<file path="config.mk">
export PLATFORM = sky130hd
export DESIGN_NAME = fx_kpad_port
export DESIGN_NICKNAME = d
export VERILOG_FILES = /design/src/rtl/fx_kpad_pkg.sv /design/src/rtl/fx_kpad_turbo.sv /design/src/rtl/fx_kpad_port.sv
export SDC_FILE = /design/constraint.sdc
export NUM_CORES = 1
export LEC_CHECK = 0
export ABC_AREA = 1
export CAP_MARGIN = 20
export CORE_MARGIN = 8
export CORE_UTILIZATION = 25
export CTS_CLUSTER_SIZE = 28
export DETAILED_ROUTE_END_ITERATION = 8
export REMOVE_ABC_BUFFERS = 1
export SETUP_SLACK_MARGIN = 0.4
export SYNTH_ARGS = -nofsm -noshare
export SYNTH_HDL_FRONTEND = slang
export SYNTH_SLANG_ARGS = --single-unit
</file>
<file path="constraint.sdc">
create_clock -name CLK -period 1.4 [get_ports CLK]
set_input_delay 0.21 -clock CLK [delete_from_list [all_inputs] [get_ports CLK]]
set_output_delay 0.21 -clock CLK [all_outputs]
set_load 0.02 [all_outputs]
</file>
<file path="src/rtl/fx_kpad_pkg.sv">
// Shared constants, FSM state type and pad-word packing for the PC-FX K-port pad responder.
package fx_kpad_pkg;

    localparam int KP_WORD_BITS = 32;
    localparam int NUM_BTNS     = 14;

    localparam logic [3:0] PAD_ID_STD = 4'hF;

    localparam int BTN_I      = 0;
    localparam int BTN_II     = 1;
    localparam int BTN_III    = 2;
    localparam int BTN_IV     = 3;
    localparam int BTN_V      = 4;
    localparam int BTN_VI     = 5;
    localparam int BTN_SELECT = 6;
    localparam int BTN_RUN    = 7;
    localparam int BTN_UP     = 8;
    localparam int BTN_RIGHT  = 9;
    localparam int BTN_DOWN   = 10;
    localparam int BTN_LEFT   = 11;
    localparam int BTN_MODE1  = 12;
    localparam int BTN_MODE2  = 13;

    typedef enum logic [1:0] {
        IDLE  = 2'd0,
        LOAD  = 2'd1,
        SHIFT = 2'd2,
        DONE  = 2'd3
    } kp_state_e;

    // ID in the top nibble, buttons in the low 14 bits, everything between reads 0.
    function automatic logic [KP_WORD_BITS-1:0] pad_word(input logic [3:0]          id,
                                                         input logic [NUM_BTNS-1:0] btn);
        return {id, 14'b0, btn};
    endfunction

endpackage

</file>
<file path="src/rtl/fx_kpad_turbo.sv">
// Turbo phase generator for buttons I/II: counts latch entries and toggles a phase every TURBO_DIV entries.
// Zero latency on the mask; phase/counter update on the entry cycle, and the mask already reflects that update.
module fx_kpad_turbo
    import fx_kpad_pkg::*;
#(
    parameter int TURBO_DIV = 4
) (
    input  logic       clk,
    input  logic       res,
    input  logic       ce,
    input  logic       entry,
    input  logic [1:0] turbo,
    input  logic [1:0] btn,
    output logic [1:0] btn_masked
);

    logic [7:0] cnt;
    logic       phase;
    logic       wrap;
    logic       phase_next;
    logic       phase_eff;

    // Counter runs 1..TURBO_DIV after the first entry; the phase flips on the entry that finds it full.
    always_comb begin
        wrap       = (cnt == 8'(TURBO_DIV));
        phase_next = wrap ? ~phase : phase;
        phase_eff  = entry ? phase_next : phase;
        btn_masked = btn;
        if (turbo[BTN_I])  btn_masked[BTN_I]  = btn[BTN_I]  & phase_eff;
        if (turbo[BTN_II]) btn_masked[BTN_II] = btn[BTN_II] & phase_eff;
    end

    always_ff @(posedge clk) begin
        if (res) begin
            cnt   <= 8'd0;
            phase <= 1'b1;
        end else if (ce && entry) begin
            cnt   <= wrap ? 8'd1 : cnt + 8'd1;
            phase <= phase_next;
        end
    end

endmodule

</file>
<file path="src/rtl/fx_kpad_port.sv">
// PC-FX K-port pad responder: latches a 32-bit pad word, shifts it out LSB-first on KP_SCK while shifting KP_DI in.
// KP_DO is registered (one CE cycle after the causing sample); host fully paces the transfer. Optional turbo via FX_KPAD_TURBO_EN.
module fx_kpad_port
    import fx_kpad_pkg::*;
#(
    parameter logic [3:0] PAD_ID    = PAD_ID_STD,
    parameter int          TURBO_DIV = 4
) (
    input  logic                    CLK,
    input  logic                    RES,
    input  logic                    CE,
    input  logic                    KP_LATCH,
    input  logic                    KP_SCK,
    input  logic                    KP_DI,
    output logic                    KP_DO,
    input  logic [NUM_BTNS-1:0]     BUTTONS,
    input  logic [1:0]              TURBO,
    output logic [KP_WORD_BITS-1:0] RX_DATA,
    output logic                    RX_VALID,
    output logic                    BUSY
);

    kp_state_e               state;
    kp_state_e               state_next;
    logic [KP_WORD_BITS-1:0] tx_sr;
    logic [KP_WORD_BITS-1:0] rx_sr;
    logic [5:0]              cnt;
    logic                    sck_q;
    logic                    sck_rise;
    logic                    last_bit;
    logic                    kp_do;
    logic [KP_WORD_BITS-1:0] rx_data;
    logic                    rx_valid;
    logic [NUM_BTNS-1:0]     btn_eff;

    assign sck_rise = KP_SCK & ~sck_q;
    assign last_bit = (state == SHIFT) && sck_rise && (cnt == 6'd31);

`ifdef FX_KPAD_TURBO_EN
    logic       entry;
    logic [1:0] btn_lo;

    assign entry = KP_LATCH && ((state == IDLE) || (state == DONE));

    fx_kpad_turbo #(
        .TURBO_DIV (TURBO_DIV)
    ) u_turbo (
        .clk        (CLK),
        .res        (RES),
        .ce         (CE),
        .entry      (entry),
        .turbo      (TURBO),
        .btn        (BUTTONS[1:0]),
        .btn_masked (btn_lo)
    );

    assign btn_eff = {BUTTONS[NUM_BTNS-1:2], btn_lo};
`else
    logic [1:0] unused_turbo;

    assign unused_turbo = TURBO ^ 2'(TURBO_DIV);
    assign btn_eff      = BUTTONS;
`endif

    always_ff @(posedge CLK) begin
        if (RES) begin
            state <= IDLE;
        end else if (CE) begin
            state <= state_next;
        end
    end

    // A latch strobe restarts the transfer from any state and masks a coincident SCK edge.
    always_comb begin
        state_next = state;
        if (KP_LATCH) begin
            state_next = LOAD;
        end else begin
            case (state)
                LOAD:    state_next = SHIFT;
                SHIFT:   if (last_bit) state_next = DONE;
                default: state_next = state;
            endcase
        end
    end

    always_comb begin
        BUSY     = (state == LOAD) || (state == SHIFT);
        KP_DO    = kp_do;
        RX_DATA  = rx_data;
        RX_VALID = rx_valid;
    end

    always_ff @(posedge CLK) begin
        if (RES) begin
            tx_sr    <= '1;
            rx_sr    <= '0;
            cnt      <= 6'd0;
            sck_q    <= 1'b0;
            kp_do    <= 1'b1;
            rx_data  <= '0;
            rx_valid <= 1'b0;
        end else begin
            rx_valid <= 1'b0;
            if (CE) begin
                sck_q <= KP_SCK;
                if (KP_LATCH) begin
                    tx_sr <= pad_word(PAD_ID, btn_eff);
                    rx_sr <= '0;
                    cnt   <= 6'd0;
                    kp_do <= btn_eff[0];
                end else if ((state == SHIFT) && sck_rise) begin
                    tx_sr <= {1'b1, tx_sr[KP_WORD_BITS-1:1]};
                    rx_sr <= {KP_DI, rx_sr[KP_WORD_BITS-1:1]};
                    cnt   <= cnt + 6'd1;
                    kp_do <= tx_sr[1];
                    if (last_bit) begin
                        rx_data  <= {KP_DI, rx_sr[KP_WORD_BITS-1:1]};
                        rx_valid <= 1'b1;
                        kp_do    <= 1'b1;
                    end
                end
            end
        end
    end

endmodule
</file>
# --- Yosys cells after proc, flatten, opt, wreduce, memory -nomap -nowiden ---
# Index checks and enable logic that the tools add are counted.
classes:
  n_reduce_logical: 9
  n_eq_ne: 4
  mux: 13
  n_addsub: 1
  n_bitwise: 5
op_table:
  columns: ["operator", "n"]
  rows:
  - ["$mux W32", 4]
  - ["$mux W6", 2]
  - ["$add A6 B1 Y6 const B", 1]
  - ["$eq A6 B5 Y1 const B", 1]
  - ["$mux W1", 4]
  - ["$mux W2", 2]
  - ["$not A1 Y1", 4]
  - ["$pmux W2 S2", 1]
  - ["$reduce_and A4 Y1", 1]
  - ["$reduce_or A4 Y1", 1]
  - ["$ne A3 B3 Y1 const B", 1]
  - ["$reduce_and A3 Y1", 1]
  - ["$reduce_bool A3 Y1", 1]
  - ["$eq A2 B1 Y1 const B", 1]
  - ["$eq A2 B2 Y1 const B", 1]
  - ["$logic_and A1 B1 Y1", 2]
  - ["$reduce_and A2 Y1", 1]
  - ["$reduce_bool A2 Y1", 1]
  - ["$and A1 B1 Y1", 1]
  - ["$logic_or A1 B1 Y1", 1]
word_totals:
  input_bits: 22
  word_cells: 40
  out_inout_bits: 35
  register_bits: 107

# --- Logic depth before layout (Yosys ltp) ---
logic_depth:
  word_depth: 7
  ltp_mapped: 9
  mapped_depth_nobuf: 8

# --- Worst setup path after synthesis ---
# Ideal clock, no wire load.
synth_timing:
  kind: "reg-to-reg"
  start: "register state[0]"
  end: "register tx_sr[10]"
  t_arrival_ps: 1380
  t_required_ps: 1336
  synth_period_minus_slack_ps: 1443
  path_slack_ps: -43
  setup_time_ps: 64
  path_buffers: 1
  stages_incl_launch_ff: 9
  path_cell_list: "dfxtp_1 inv_1 ha_1 nand2_2 nor2_8 o21ai_4 clkbuf_1 nand2_1 nand3_1"
synth_between:
  elab_chain_cells: 4
synth_rtl:
  columns: ["element", "line", "rtl"]
  rows:
  - ["start: declaration", "fx_kpad_port.sv:23", "kp_state_e state;"]
  - ["start signal: assignment", "fx_kpad_port.sv:69", "state <= state_next;"]
  - ["$eq A2 B2 Y1", "fx_kpad_port.sv:112", "end else if ((state == SHIFT) && sck_rise) begin"]
  - ["$logic_and A1 B1 Y1", "fx_kpad_port.sv:112", null]
  - ["$reduce_bool A2 Y1 (no source line)", null, null]
  - ["$reduce_and A2 Y1 (no source line)", null, null]
  - ["end signal: assignment", "fx_kpad_port.sv:108", "tx_sr <= pad_word(PAD_ID, btn_eff);"]
  - ["end signal: assignment", "fx_kpad_port.sv:113", "tx_sr <= {1'b1, tx_sr[KP_WORD_BITS-1:1]};"]
  - ["end: declaration", "fx_kpad_port.sv:25", "logic [KP_WORD_BITS-1:0] tx_sr;"]
# Every way passes these cells.
# A chain may end at the register's enable or synchronous reset.

# --- Final worst setup path ---
layout_timing:
  start: "register state[0]"
  end: "register cnt[4]"
layout_between:
  elab_chain_cells: 4
layout_rtl:
  columns: ["element", "line", "rtl"]
  rows:
  - ["$eq A2 B2 Y1", "fx_kpad_port.sv:112", null]
  - ["$logic_and A1 B1 Y1", "fx_kpad_port.sv:112", null]
  - ["$reduce_bool A2 Y1 (no source line)", null, null]
  - ["$reduce_and A2 Y1 (no source line)", null, null]
  - ["end signal: assignment", "fx_kpad_port.sv:115", "cnt <= cnt + 6'd1;"]
  - ["end: declaration", "fx_kpad_port.sv:27", "logic [5:0] cnt;"]
# Every way passes these cells.

==> results.sh <==
export IMPL_status="finished with violations"
export IMPL_failed_checks="negative setup slack"
export IMPL_finish_cell_count_without_fillers=800
export IMPL_remaining_drc_errors=0
export IMPL_yosysTopAreaCellShare=0.5165
export IMPL_timing_final_hold_violations=0
export IMPL_synth_lib_cells_used_distinct=25
export IMPL_synth_seq_area_share=0.5165
export IMPL_fin_crit_ns=1.551
export IMPL_rsz0062_at_grt="true"
export IMPL_numCtsBuffers=9
export IMPL_dpl_hpwl_um=5974
export IMPL_multiInputGateArea_um2=2165
export IMPL_layout_cell_share_with_drive_strength_beyond_1=0.4567
export IMPL_row_count=45
export IMPL_finalCoreUtilization=0.4120
export IMPL_chipWidth_um=141.1
export IMPL_finalMaxSlewViolations=0
export IMPL_synth_area_leader_cell="dfxtp_1"
export IMPL_postSynthCellCount=493
export IMPL_grt_busiest_layer="met2"
export IMPL_worst_skew_pair_latency_ns=0.35
export IMPL_largest_net_degree_at_the_start_of_global_routing=68
export IMPL_synth_yosys_warnings=0
export IMPL_die_h_um=141.1
export IMPL_first_global_vias=3516
export IMPL_cellLeakagePower_uw=0.002406
export IMPL_tritoncts_num_sinks=101
export IMPL_share_of_the_clock_period_used_by_the_worst_path=1.108
export IMPL_cap_violations=0
export IMPL_hold_path_class="primary input to flop"
export IMPL_cts_root_buffer="clkbuf_16"
export IMPL_timing_critical_path_fanout_max=5
export IMPL_worst_ep_required_time_ns=1.67
export IMPL_grt_util_all_layers=0.1047
export IMPL_ctsHtreeMaxLevel=3
export IMPL_final_setup_viol_count=96
export IMPL_ant_nets=0
export IMPL_critical_path_arrival_ns=1.82
export IMPL_timing_max_slew_rel_slack=0.7496
export IMPL_global_route_usage_met2=0.1759
export IMPL_antenna_found_initial=0
export IMPL_clock_pin_slew_reported_for_the_worst_setup_and_hold_paths_after_clock_tree_synthesis_ns=0.07
export IMPL_number_of_port_buffers=54
export IMPL_timing_final_ws_setup_ns=-0.1508
export IMPL_gp_routability_congestion=0.7363
export IMPL_fmax_mhz=644.8
export IMPL_n_fill_cell=1421
export IMPL_criticalPathCategory="flop to flop"
export IMPL_avgSynthCellArea_um2=7.941
export IMPL_dp_cells=749
export IMPL_end_kind="flop"
export IMPL_drt_pass1_iterations=4
export IMPL_synth_seq_cells=101
export IMPL_initial_core_util=0.2566
export IMPL_initialDrtViolationCount=325
export IMPL_post_synth_main_area_contributors="dfxtp_1 52%, nand2_1 15%, a21oi_1 9.3%"
export IMPL_design_die_area_um2=19920
export IMPL_postCtsHoldBufs=0
export IMPL_synth_area_um2=3915
export IMPL_cts_max_path_buffers=2
export IMPL_worst_voltage_drop_across_the_vdd_grid_uv=540.3
export IMPL_global_route_usage_met1=0.1258
export IMPL_post_drt_via_cell_ratio=4.639
export IMPL_routed_wirelength_um=11460
export IMPL_num_antenna_cells=0
export IMPL_worstSetupStartpointType="flop"
export IMPL_avgRoutedWirePerCell_um=14.32
export IMPL_global_route_wire_length_before_repair_um=17070
export IMPL_layout_area_overhead_vs_synth_pct=60.56
export IMPL_skew_ns=0.007171
export IMPL_grt_overflow=0
export IMPL_power_density_nw_per_um2=968.0
export IMPL_worstMarginPinSlew_ns=0.3732
export IMPL_boundaryPins=57
export IMPL_core_area_um2=15260
export IMPL_finalNetCount=610
export IMPL_seqCellArea_um2=2071
export IMPL_cts_tree="built"
export IMPL_use_met3=0.03140
export IMPL_routed_via_count=3711
==> registers in the layout, summed over array words and instances, names as in the netlist <==
name	count
RX_DATA	32
rx_sr	31
tx_sr	27
cnt	6
state	2
KP_DO	1
RX_VALID	1
sck_q	1
==> cells by family after synthesis <==
| kind of cell | count (synthesis) | synth area share |
|---|---|---|
| flops | 101 | 0.5165 |
| buf+inv | 49 | 0.05656 |
| compound gates | 93 | 0.1307 |
| fa+ha+maj | 3 | 0.009589 |
| simple gates | 247 | 0.2867 |
==> stage by stage <==
| step | setup TNS [ns] | instance area [um^2] | hold WS, ns | setup WS (ns) | power (uW) |
|---|---|---|---|---|---|
| final | -6.252 | 6286 | 0.3465 | -0.1508 | 6085 |
| after detailed placement | -22.78 | 4852 | 0.4441 | -0.2946 | 3478 |
| after floorplan | -64.17 | 3735 | 0.2791 | -0.8511 | 3237 |
| after global routing | -14.59 | 6286 | 0.3802 | -0.2580 | 6314 |
| after global placement | -18.43 | 4852 | 0.4382 | -0.2655 | 3464 |
| after CTS | -2.277 | 5797 | 0.3573 | -0.07552 | 6043 |
==> final cells by class <==
cell class | count | area share
flip-flops and latches | 101 | 0.3294
inverters | 11 | 0.006568
repair buffers | 119 | 0.2327
well taps | 211 | 0.04200
clock buffers | 11 | 0.04021
multi-input cells | 343 | 0.3443
clock inverters | 4 | 0.004777
==> critical path: stages, from the launching register on <==
cell,delay (ns)
dfxtp_2,0.33
inv_2,0.07
ha_4,0.15
nand2_4,0.06
nor2_8,0.15
nand2_4,0.07
nor2_4,0.15
buf_6,0.16
buf_12,0.12
o21ai_1,0.06
a21oi_1,0.15
==> synthesized netlist by cell type, drive strengths merged <==
master    n
nand2   159
ha        3
nand3b    1
a21oi    73
clkbuf   17
o211ai   14
clkinv    1
dfxtp   101
nor2     11
o21ai     6
nand3    32
nand4    32
inv      10
buf      21
or2      12
==> placed cells by master, fill, tap and decap left out, drive strengths merged <==
cell           count
clkinv             2
o21ai              6
nor2              11
dfxtp            101
nand2            159
o211ai            14
ha                 3
nand3b             1
clkbuf            17
inv               12
a21oi             73
or2               12
buf               95
clkdlybuf4s50     18
nand3             32
clkinvlp           1
nand4             32
==> metal layers <==
layer / share of wire / wire length [um]
met1: 0.43 / 4979
met2: 0.50 / 5732
met3: 0.052 / 595
met4: 0.013 / 150
met5: 0 / 0
==> report_power, final <==
| part | switching [uW] | leakage, uW | internal [uW] |
|---|---|---|---|
| Sequential | 69.2 | 0.000839 | 2940 |
| Combinational | 332 | 0.00143 | 322 |
| Clock | 1120 | 0.000138 | 1300 |
==> final timing paths <==
kind	endpoint	cells after the start	slack [ns]	from
setup / recovery	cnt[4]	10	-0.15	state[0]
hold / removal	RX_VALID	3	0.35	RES
setup reg to reg	cnt[4]	10	-0.15	state[0]
hold reg to reg	tx_sr[19]	2	0.47	tx_sr[20]
==> repair_timing <==
item                       CTS  global route
resized for setup          331            68
setup endpoints to repair  135           135
pin swaps                   16            37
buffers inserted            15             9
cloned                       6             6
Note: power is estimated with default switching activity, not from simulation.
